$ cat config.mk
export PLATFORM = sky130hd
export DESIGN_NAME = mnist_infer_ctrl
export DESIGN_NICKNAME = d
export VERILOG_FILES = /design/src/rtl/mnist_infer_ctrl.sv
export SDC_FILE = /design/constraint.sdc
export NUM_CORES = 1
export LEC_CHECK = 0
export BUFFER_PORTS_ARGS = -buffer_cell sky130_fd_sc_hd__buf_4
export CORE_MARGIN = 10
export CORE_UTILIZATION = 40
export CTS_CLUSTER_DIAMETER = 30
export DETAILED_ROUTE_END_ITERATION = 6
export PLACE_DENSITY_LB_ADDON = 0.3
export SLEW_MARGIN = 20
export SYNTH_ARGS = -nofsm -noshare
export SYNTH_HDL_FRONTEND = slang
export SYNTH_SLANG_ARGS = --single-unit
export TNS_END_PERCENT = 100
$ cat constraint.sdc
create_clock -name clk -period 5.8 [get_ports clk]
set_input_delay 0.87 -clock clk [delete_from_list [all_inputs] [get_ports clk]]
set_output_delay 0.87 -clock clk [all_outputs]
set_load 0.01 [all_outputs]
$ cat src/rtl/mnist_infer_ctrl.sv
// mnist_infer_ctrl: streams one image frame from the image RAM into the
// network core, then waits (bounded) for the class result.
//   clk, rst            - single clock, synchronous active-high reset
//   start, abort        - frame request / cancel
//   pix_addr, pix_data  - image RAM read port (data returned for the address
//                         held in the previous cycle)
//   core_valid_in, core_pixel       - pixel stream to the network core
//   core_result, core_result_valid  - class result from the network core
//   busy, done, class_out, timeout_err, frame_cnt - status
module mnist_infer_ctrl #(
  parameter int unsigned NUM_PIXELS     = 784,
  parameter int unsigned PIXEL_GAP      = 0,
  parameter int unsigned TIMEOUT_CYCLES = 65535
) (
  input  logic        clk,
  input  logic        rst,
  input  logic        start,
  input  logic        abort,
  output logic [9:0]  pix_addr,
  input  logic [7:0]  pix_data,
  output logic        core_valid_in,
  output logic [7:0]  core_pixel,
  input  logic [31:0] core_result,
  input  logic        core_result_valid,
  output logic        busy,
  output logic        done,
  output logic [31:0] class_out,
  output logic        timeout_err,
  output logic [15:0] frame_cnt
);

  localparam int unsigned IDX_W = $clog2(NUM_PIXELS) + 1;
  localparam int unsigned GAP_W = $clog2(PIXEL_GAP) + 1;
  localparam int unsigned TMO_W = $clog2(TIMEOUT_CYCLES) + 1;

  typedef enum logic [1:0] {
    S_IDLE,
    S_STREAM,
    S_WAIT_RES,
    S_DONE
  } state_t;

  state_t             state_q, state_d;
  logic [IDX_W-1:0]   idx_q, idx_d;
  logic [GAP_W-1:0]   gap_q, gap_d;
  logic [TMO_W-1:0]   tmo_q, tmo_d;
  logic               issue_q, issue_d;
  logic [9:0]         pix_addr_q, pix_addr_d;
  logic               core_valid_q, core_valid_d;
  logic [7:0]         core_pixel_q, core_pixel_d;
  logic               busy_q, busy_d;
  logic               done_q, done_d;
  logic [31:0]        class_q, class_d;
  logic               terr_q, terr_d;
  logic [15:0]        frame_cnt_q, frame_cnt_d;

  // Next-state and output logic
  always_comb begin
    state_d      = state_q;
    idx_d        = idx_q;
    gap_d        = gap_q;
    tmo_d        = tmo_q;
    issue_d      = 1'b0;
    pix_addr_d   = pix_addr_q;
    core_valid_d = issue_q;
    core_pixel_d = core_pixel_q;
    class_d      = class_q;
    terr_d       = terr_q;
    frame_cnt_d  = frame_cnt_q;
    done_d       = 1'b0;

    case (state_q)
      S_IDLE: begin
        if (start) begin
          state_d    = S_STREAM;
          idx_d      = '0;
          gap_d      = '0;
          pix_addr_d = '0;
          terr_d     = 1'b0;
        end
      end
      S_STREAM: begin
        if (abort) begin
          state_d      = S_IDLE;
          core_valid_d = 1'b0;
        end else if (idx_q < IDX_W'(NUM_PIXELS)) begin
          if (gap_q == '0) begin
            issue_d    = 1'b1;
            pix_addr_d = 10'(idx_q);
            idx_d      = idx_q + IDX_W'(1);
            gap_d      = GAP_W'(PIXEL_GAP);
          end else begin
            gap_d = gap_q - GAP_W'(1);
          end
        end else if (issue_q) begin
          // Last pixel is being presented this edge
          state_d = S_WAIT_RES;
          tmo_d   = '0;
        end
      end
      S_WAIT_RES: begin
        if (abort) begin
          state_d      = S_IDLE;
          core_valid_d = 1'b0;
        end else if (core_result_valid) begin
          // Result wins over a coincident timeout terminal count
          state_d     = S_DONE;
          class_d     = core_result;
          frame_cnt_d = frame_cnt_q + 16'd1;
          done_d      = 1'b1;
        end else if (tmo_q + TMO_W'(1) == TMO_W'(TIMEOUT_CYCLES)) begin
          state_d = S_DONE;
          terr_d  = 1'b1;
          done_d  = 1'b1;
        end else begin
          tmo_d = tmo_q + TMO_W'(1);
        end
      end
      S_DONE: begin
        state_d = S_IDLE;
      end
      default: begin
        state_d = S_IDLE;
      end
    endcase

    // RAM data for the address issued last cycle rides with the strobe
    if (core_valid_d) begin
      core_pixel_d = pix_data;
    end
    busy_d = (state_d != S_IDLE);
  end

  // State and output registers
  always_ff @(posedge clk) begin
    if (rst) begin
      state_q      <= S_IDLE;
      idx_q        <= '0;
      gap_q        <= '0;
      tmo_q        <= '0;
      issue_q      <= 1'b0;
      pix_addr_q   <= '0;
      core_valid_q <= 1'b0;
      core_pixel_q <= '0;
      busy_q       <= 1'b0;
      done_q       <= 1'b0;
      class_q      <= '0;
      terr_q       <= 1'b0;
      frame_cnt_q  <= '0;
    end else begin
      state_q      <= state_d;
      idx_q        <= idx_d;
      gap_q        <= gap_d;
      tmo_q        <= tmo_d;
      issue_q      <= issue_d;
      pix_addr_q   <= pix_addr_d;
      core_valid_q <= core_valid_d;
      core_pixel_q <= core_pixel_d;
      busy_q       <= busy_d;
      done_q       <= done_d;
      class_q      <= class_d;
      terr_q       <= terr_d;
      frame_cnt_q  <= frame_cnt_d;
    end
  end

  assign pix_addr      = pix_addr_q;
  assign core_valid_in = core_valid_q;
  assign core_pixel    = core_pixel_q;
  assign busy          = busy_q;
  assign done          = done_q;
  assign class_out     = class_q;
  assign timeout_err   = terr_q;
  assign frame_cnt     = frame_cnt_q;

endmodule

# ---- After elaboration in Yosys (flattened, before gate mapping)
# Index checks and enable logic that the tools add are counted.
# Widths: inputs -> output; s select.
dict set report word_totals {
  ff_bits 102
  word_cells 88
}
dict set report classes {
  bitwise 4
  n_addsub 4
  order_cmp 1
  n_eq_ne 14
  n_reduce_logical 13
  mux 39
}
# cell n
set ops {}
lappend ops {{$mux 17} 6}
lappend ops {{$mux 11} 4}
lappend ops {{$mux 10} 4}
lappend ops {{$pmux 17 s2} 1}
lappend ops {{$pmux 11 s2} 1}
lappend ops {{$ne 2x2->1 const B} 10}
lappend ops {{$pmux 10 s2} 1}
lappend ops {{$add 17x1->17 const B} 1}
lappend ops {{$eq 17x16->1 const B} 1}
lappend ops {{$add 16x1->16 const B} 1}
lappend ops {{$mux 2} 7}
lappend ops {{$mux 1} 12}
lappend ops {{$add 11x1->11 const B} 1}
lappend ops {{$lt 11x10->1 const B} 1}
lappend ops {{$reduce_and 5->1} 2}
lappend ops {{$pmux 2 s4} 1}
lappend ops {{$reduce_bool 2->1} 4}
lappend ops {{$reduce_and 7->1} 1}
lappend ops {{$eq 2x2->1 const B} 2}
lappend ops {{$not 1->1} 4}
lappend ops {{$pmux 1 s2} 2}
lappend ops {{$reduce_and 4->1} 1}
lappend ops {{$reduce_or 4->1} 1}
lappend ops {{$reduce_and 3->1} 1}
lappend ops {{other kinds (5)} 5}

# ---- Logic depth before layout (Yosys ltp)
dict set report depth {
  depth_word 7
  ltp_mapped 10
}

# ---- Least setup slack after synthesis
# No wires, ideal clock.
dict set report synth_timing {
  kind {input to register}
  startpoint {input port core_result_valid}
  endpoint {register tmo_q[14]}
  cell_stages 6
  n_path_buf 1
  setup_time_ns 0.117
  required_ns 5.683
  arrival_ns 2.212
  path_slack_ns 3.470
  path_cell_list {and2_1 or3_1 clkbuf_1 nor2_1 o21ai_2 a32o_1}
}
dict set report synth_between {
  elab_chain_cells 2
}
# element line_no
set synth_lines {}
lappend synth_lines {{start, declared} 24} ;# input logic core_result_valid,
lappend synth_lines {{$ne 2x2->1 (no source line)} n/a}
lappend synth_lines {{$reduce_and 7->1 (no source line)} n/a}
lappend synth_lines {{end signal, assigned} 154} ;# tmo_q <= tmo_d;
lappend synth_lines {{end, declared} 46} ;# logic [TMO_W-1:0] tmo_q, tmo_d;
# Every way passes these cells.
# A chain may end at the register's enable or synchronous reset.

# ---- Final worst setup path
dict set report layout_timing {
  startpoint {register tmo_q[1]}
  endpoint {register tmo_q[11]}
}
dict set report layout_between {
  elab_chain_cells 5
  elab_cells_between_ends 8
  cone_classes {1 x add/sub; 2 x eq/ne; 4 x mux; 1 x reduce/logical}
}
# element line_no
set layout_lines {}
lappend layout_lines {{$add 17x1->17 *} {111, 116}}
lappend layout_lines {{branches (longest 4 deep; another with $eq 17x16->1)} n/a}
# Mark *: on every way between the ends. The select of a mux whose other input is x is not followed.

==> flow_metrics.py <==
metrics = {
    "status": {
        "status": "complete, no violations",
    },
    "synthesis": {
        "yosysSeqAreaShare_pct": 45.6,
        "synth_edf_count": 0,
        "synth_seq_cells": 101,
        "synth_nets": 599,
        "synth_area_mm2": 0.00444,
        "synthArstFlopShare_pct": 0,
        "yosysWarnings": 0,
        "ys.flop_type": "dfxtp_1",
        "ys_types": 52,
        "synth_area_per_cell_um2": 8.11,
        "syn-instance-count": 547,
    },
    "power_and_ir_drop": {
        "p_total_mw": 1.21,
        "internal-power_mw": 0.906,
        "pwr_density_cell_mw_per_mm2": 217,
        "leakage_nw": 2.08,
        "ir_drop_v": 0.000146,
        "p_sw_mw": 0.299,
        "swShare_pct": 24.8,
        "clkPwrFrac_pct": 35.2,
        "power_frac_seq_pct": 58.2,
        "combPwrFrac_pct": 6.6,
    },
    "die": {
        "die_h_um": 125,
        "coreArea_mm2": 0.0108,
        "die_width_um": 125,
        "die_area_mm2": 0.0157,
        "row_count": 38,
        "start_util_pct": 40.9,
        "io_pins": 115,
    },
    "clocking": {
        "clock_sinks": 101,
        "root_buffer": "clkbuf_8",
        "cts_inserted_buffers": 9,
        "cts-hold-fix-buffers": 0,
        "cts_buffer_depth": 2,
        "cts_tree": "built",
        "cts_setup_buffers": 0,
        "insertion_delay_ns": 0.36,
        "cts-htree-levels": 3,
        "path_clk_slew_ns": 0.10,
        "cts_resized": 0,
    },
    "timing": {
        "tns_ns": 0,
        "worst_pin_slew_ns": 0.909,
        "final.min_clock_period_ns": 2.74,
        "clock.fmax_mhz": 365,
        "final_max_slew_viol_count": 0,
        "grt_setup_unrepaired": "false",
        "setup-violations-final": 0,
        "slew_headroom_pct": 39.4,
        "finalClockSkew_ns": 0.0167,
        "hold_viol_final": 0,
        "period_share_pct": 47.2,
        "whs_ns": 0.459,
    },
    "grt": {
        "antenna_found_initial": 0,
        "grt_pass1_wl_um": 19200,
        "grtUsageTotal_pct": 14.3,
        "grt_max_degree": 89,
        "grt_pass1_vias": 3810,
        "grt_overflow": 0,
    },
    "worst_setup_path": {
        "rr_worst_depth": 7,
        "cp_max_fo": 8,
        "arrival_ns": 2.99,
        "timing.rr.start": "tmo_q[1]",
        "path_cells": "ha_1, nand3_1, nor4_1, o21ai_1, nor4_2, a21oi_2, o32ai_1",
        "cp_slowest_stage_delay_ns": 0.74,
        "cpLargestDelayFamily": "simple AND/OR/NAND/NOR gates",
        "critPathKind": "reg -> reg",
        "critPathBufInv": 0,
        "crit_required_ns": 6.05,
        "rr_endpoint": "tmo_q[11]",
        "rrSetupSlack_ns": 3.06,
        "critPathLaunchType": "flop",
        "crit_slowest_cell": "nor4_2",
        "crit_path_end_kind": "flop",
    },
    "min_path": {
        "whs_path_depth": 2,
        "hold_end": "class_out[22]",
        "hold_start": "class_out[22]",
        "hold_class": "reg -> reg",
    },
    "detailed_routing": {
        "via_per_inst": 5.26,
        "antenna_left": 0,
        "dr.pass1.iters": 4,
        "dr_total_vias": 4144,
        "drt-total-wl_um": 11900,
        "drc": 0,
        "wl_per_cell_um": 15.1,
        "drtIter0Drc": 461,
    },
    "layout": {
        "n_fill_cell": 1053,
        "instances_no_fill": 788,
        "antenna_cells": 0,
        "syn2layout_area_growth_pct": 25.1,
        "drive_gt1_share_pct": 22.5,
        "final_util_pct": 51.2,
        "final_cell_mix": "115 x nand2_1, 115 x buf_4, 101 x dfxtp_1, 66 x a21oi_1, 31 x nor2_1",
        "fin_nets": 695,
    },
    "flow_run": {
        "cap_violations": 0,
    },
    "placement": {
        "dp_hpwl_um": 8690,
        "dp_cells": 772,
        "portBuffers": 114,
        "globalplace.congestion": 0.857,
    },
}
## registers in the layout, summed over array words and instances, names as in the netlist
signal	flops
class_out	32
tmo_q	17
frame_cnt	16
idx_q	11
pix_addr	10
core_pixel	8
state_q	2
busy	1
core_valid_in	1
done	1
issue_q	1
timeout_err	1
## worst register-to-register path: cells and delay by family (launching register included)
family	cells	cell delay (ns)
AO/OA/AOI/OAI	3	0.71
adder cells (fa/ha/maj)	1	0.29
flip-flops	1	0.46
AND/OR/NAND/NOR	3	1.17
## final cells by class
type / instances / area (um^2) / area share (%)
Sequential cell: 101 / 2020 / 36.4
Timing Repair Buffer: 115 / 863 / 15.6
Clock buffer: 11 / 141 / 2.55
Clock inverter: 5 / 43.8 / 0.789
Multi-Input combinational cell: 399 / 2240 / 40.3
Inverter: 17 / 63.8 / 1.15
Tap cell: 140 / 175 / 3.16
## cell families (layout without fill, tap and decap cells)
kind of cell	count (synthesis)	after routing	share of synthesized area, %
AOI/OAI and AO/OA	118	118	16.3
xor gates and xnor gates	22	22	4.34
DFF	101	101	45.6
and+or+nand+nor	249	249	27.1
adders and majority gates	7	7	1.97
buffers and inverters	47	148	4.01
muxes	3	3	0.705
## cell usage after synthesis, types with 2 or more instances
cell | number | share of area [%]
a21o_1 | 2 | 0.34
a21oi_1 | 66 | 7.4
a221oi_1 | 2 | 0.39
a31o_2 | 2 | 0.39
a31oi_1 | 2 | 0.28
a32o_1 | 2 | 0.45
a32oi_1 | 2 | 0.39
and2_1 | 4 | 0.56
and3_1 | 7 | 0.99
clkbuf_1 | 28 | 2.4
dfxtp_1 | 101 | 46
ha_1 | 7 | 2.0
inv_1 | 17 | 1.4
mux2i_1 | 2 | 0.45
nand2_1 | 115 | 9.7
nand2b_1 | 11 | 1.6
nand3_1 | 26 | 2.9
nand4_1 | 11 | 1.6
nand4_2 | 2 | 0.56
nor2_1 | 31 | 2.6
nor2b_1 | 3 | 0.42
nor3_1 | 9 | 1.0
nor4_1 | 8 | 1.1
nor4_2 | 2 | 0.56
o211ai_1 | 2 | 0.34
o21ai_0 | 14 | 1.6
o31a_1 | 2 | 0.39
o31ai_1 | 4 | 0.68
o32ai_1 | 8 | 1.6
or2_2 | 2 | 0.28
or3_1 | 9 | 1.3
or4_1 | 4 | 0.68
xnor2_1 | 5 | 0.99
xor2_1 | 17 | 3.4
## worst max path at each step
stage                            startpoint        end  slack, ns  cells after the start
after floorplan           core_result_valid  tmo_q[14]       3.47                      6
after global placement                  rst   idx_q[9]       2.87                      4
after detailed placement                rst   idx_q[9]       2.78                      4
after CTS                        state_q[0]  tmo_q[14]       3.12                      7
after global routing               tmo_q[1]   tmo_q[0]       2.87                      7
final                              tmo_q[1]  tmo_q[11]       3.06                      7
## through the flow
stage,setup WS [ns],area (um^2)
after global routing,2.87,5550
final,3.06,5550
after CTS,3.12,5550
after floorplan,3.47,4440
after detailed placement,2.78,5360
after global placement,2.87,5360
## power by group through the flow
stage,Combinational (mW),Sequential [mW],Clock (mW)
after floorplan,0.0433,0.718,0
after global placement,0.0783,0.717,0
after detailed placement,0.0793,0.718,0
after CTS,0.0797,0.702,0.438
after global routing,0.0873,0.702,0.468
final,0.0793,0.702,0.424
## metal layers
| layer | track usage, % | up-vias | wire length (um) |
|---|---|---|---|
| met5 | 0 | - | 0 |
| li1 | - | 2095 | - |
| met2 | 23.8 | 111 | 5810 |
| met1 | 17.6 | 1925 | 5270 |
| met4 | 5.62 | 0 | 222 |
| met3 | 3.21 | 13 | 587 |
No activity file was read; power rests on OpenSTA's default activity.
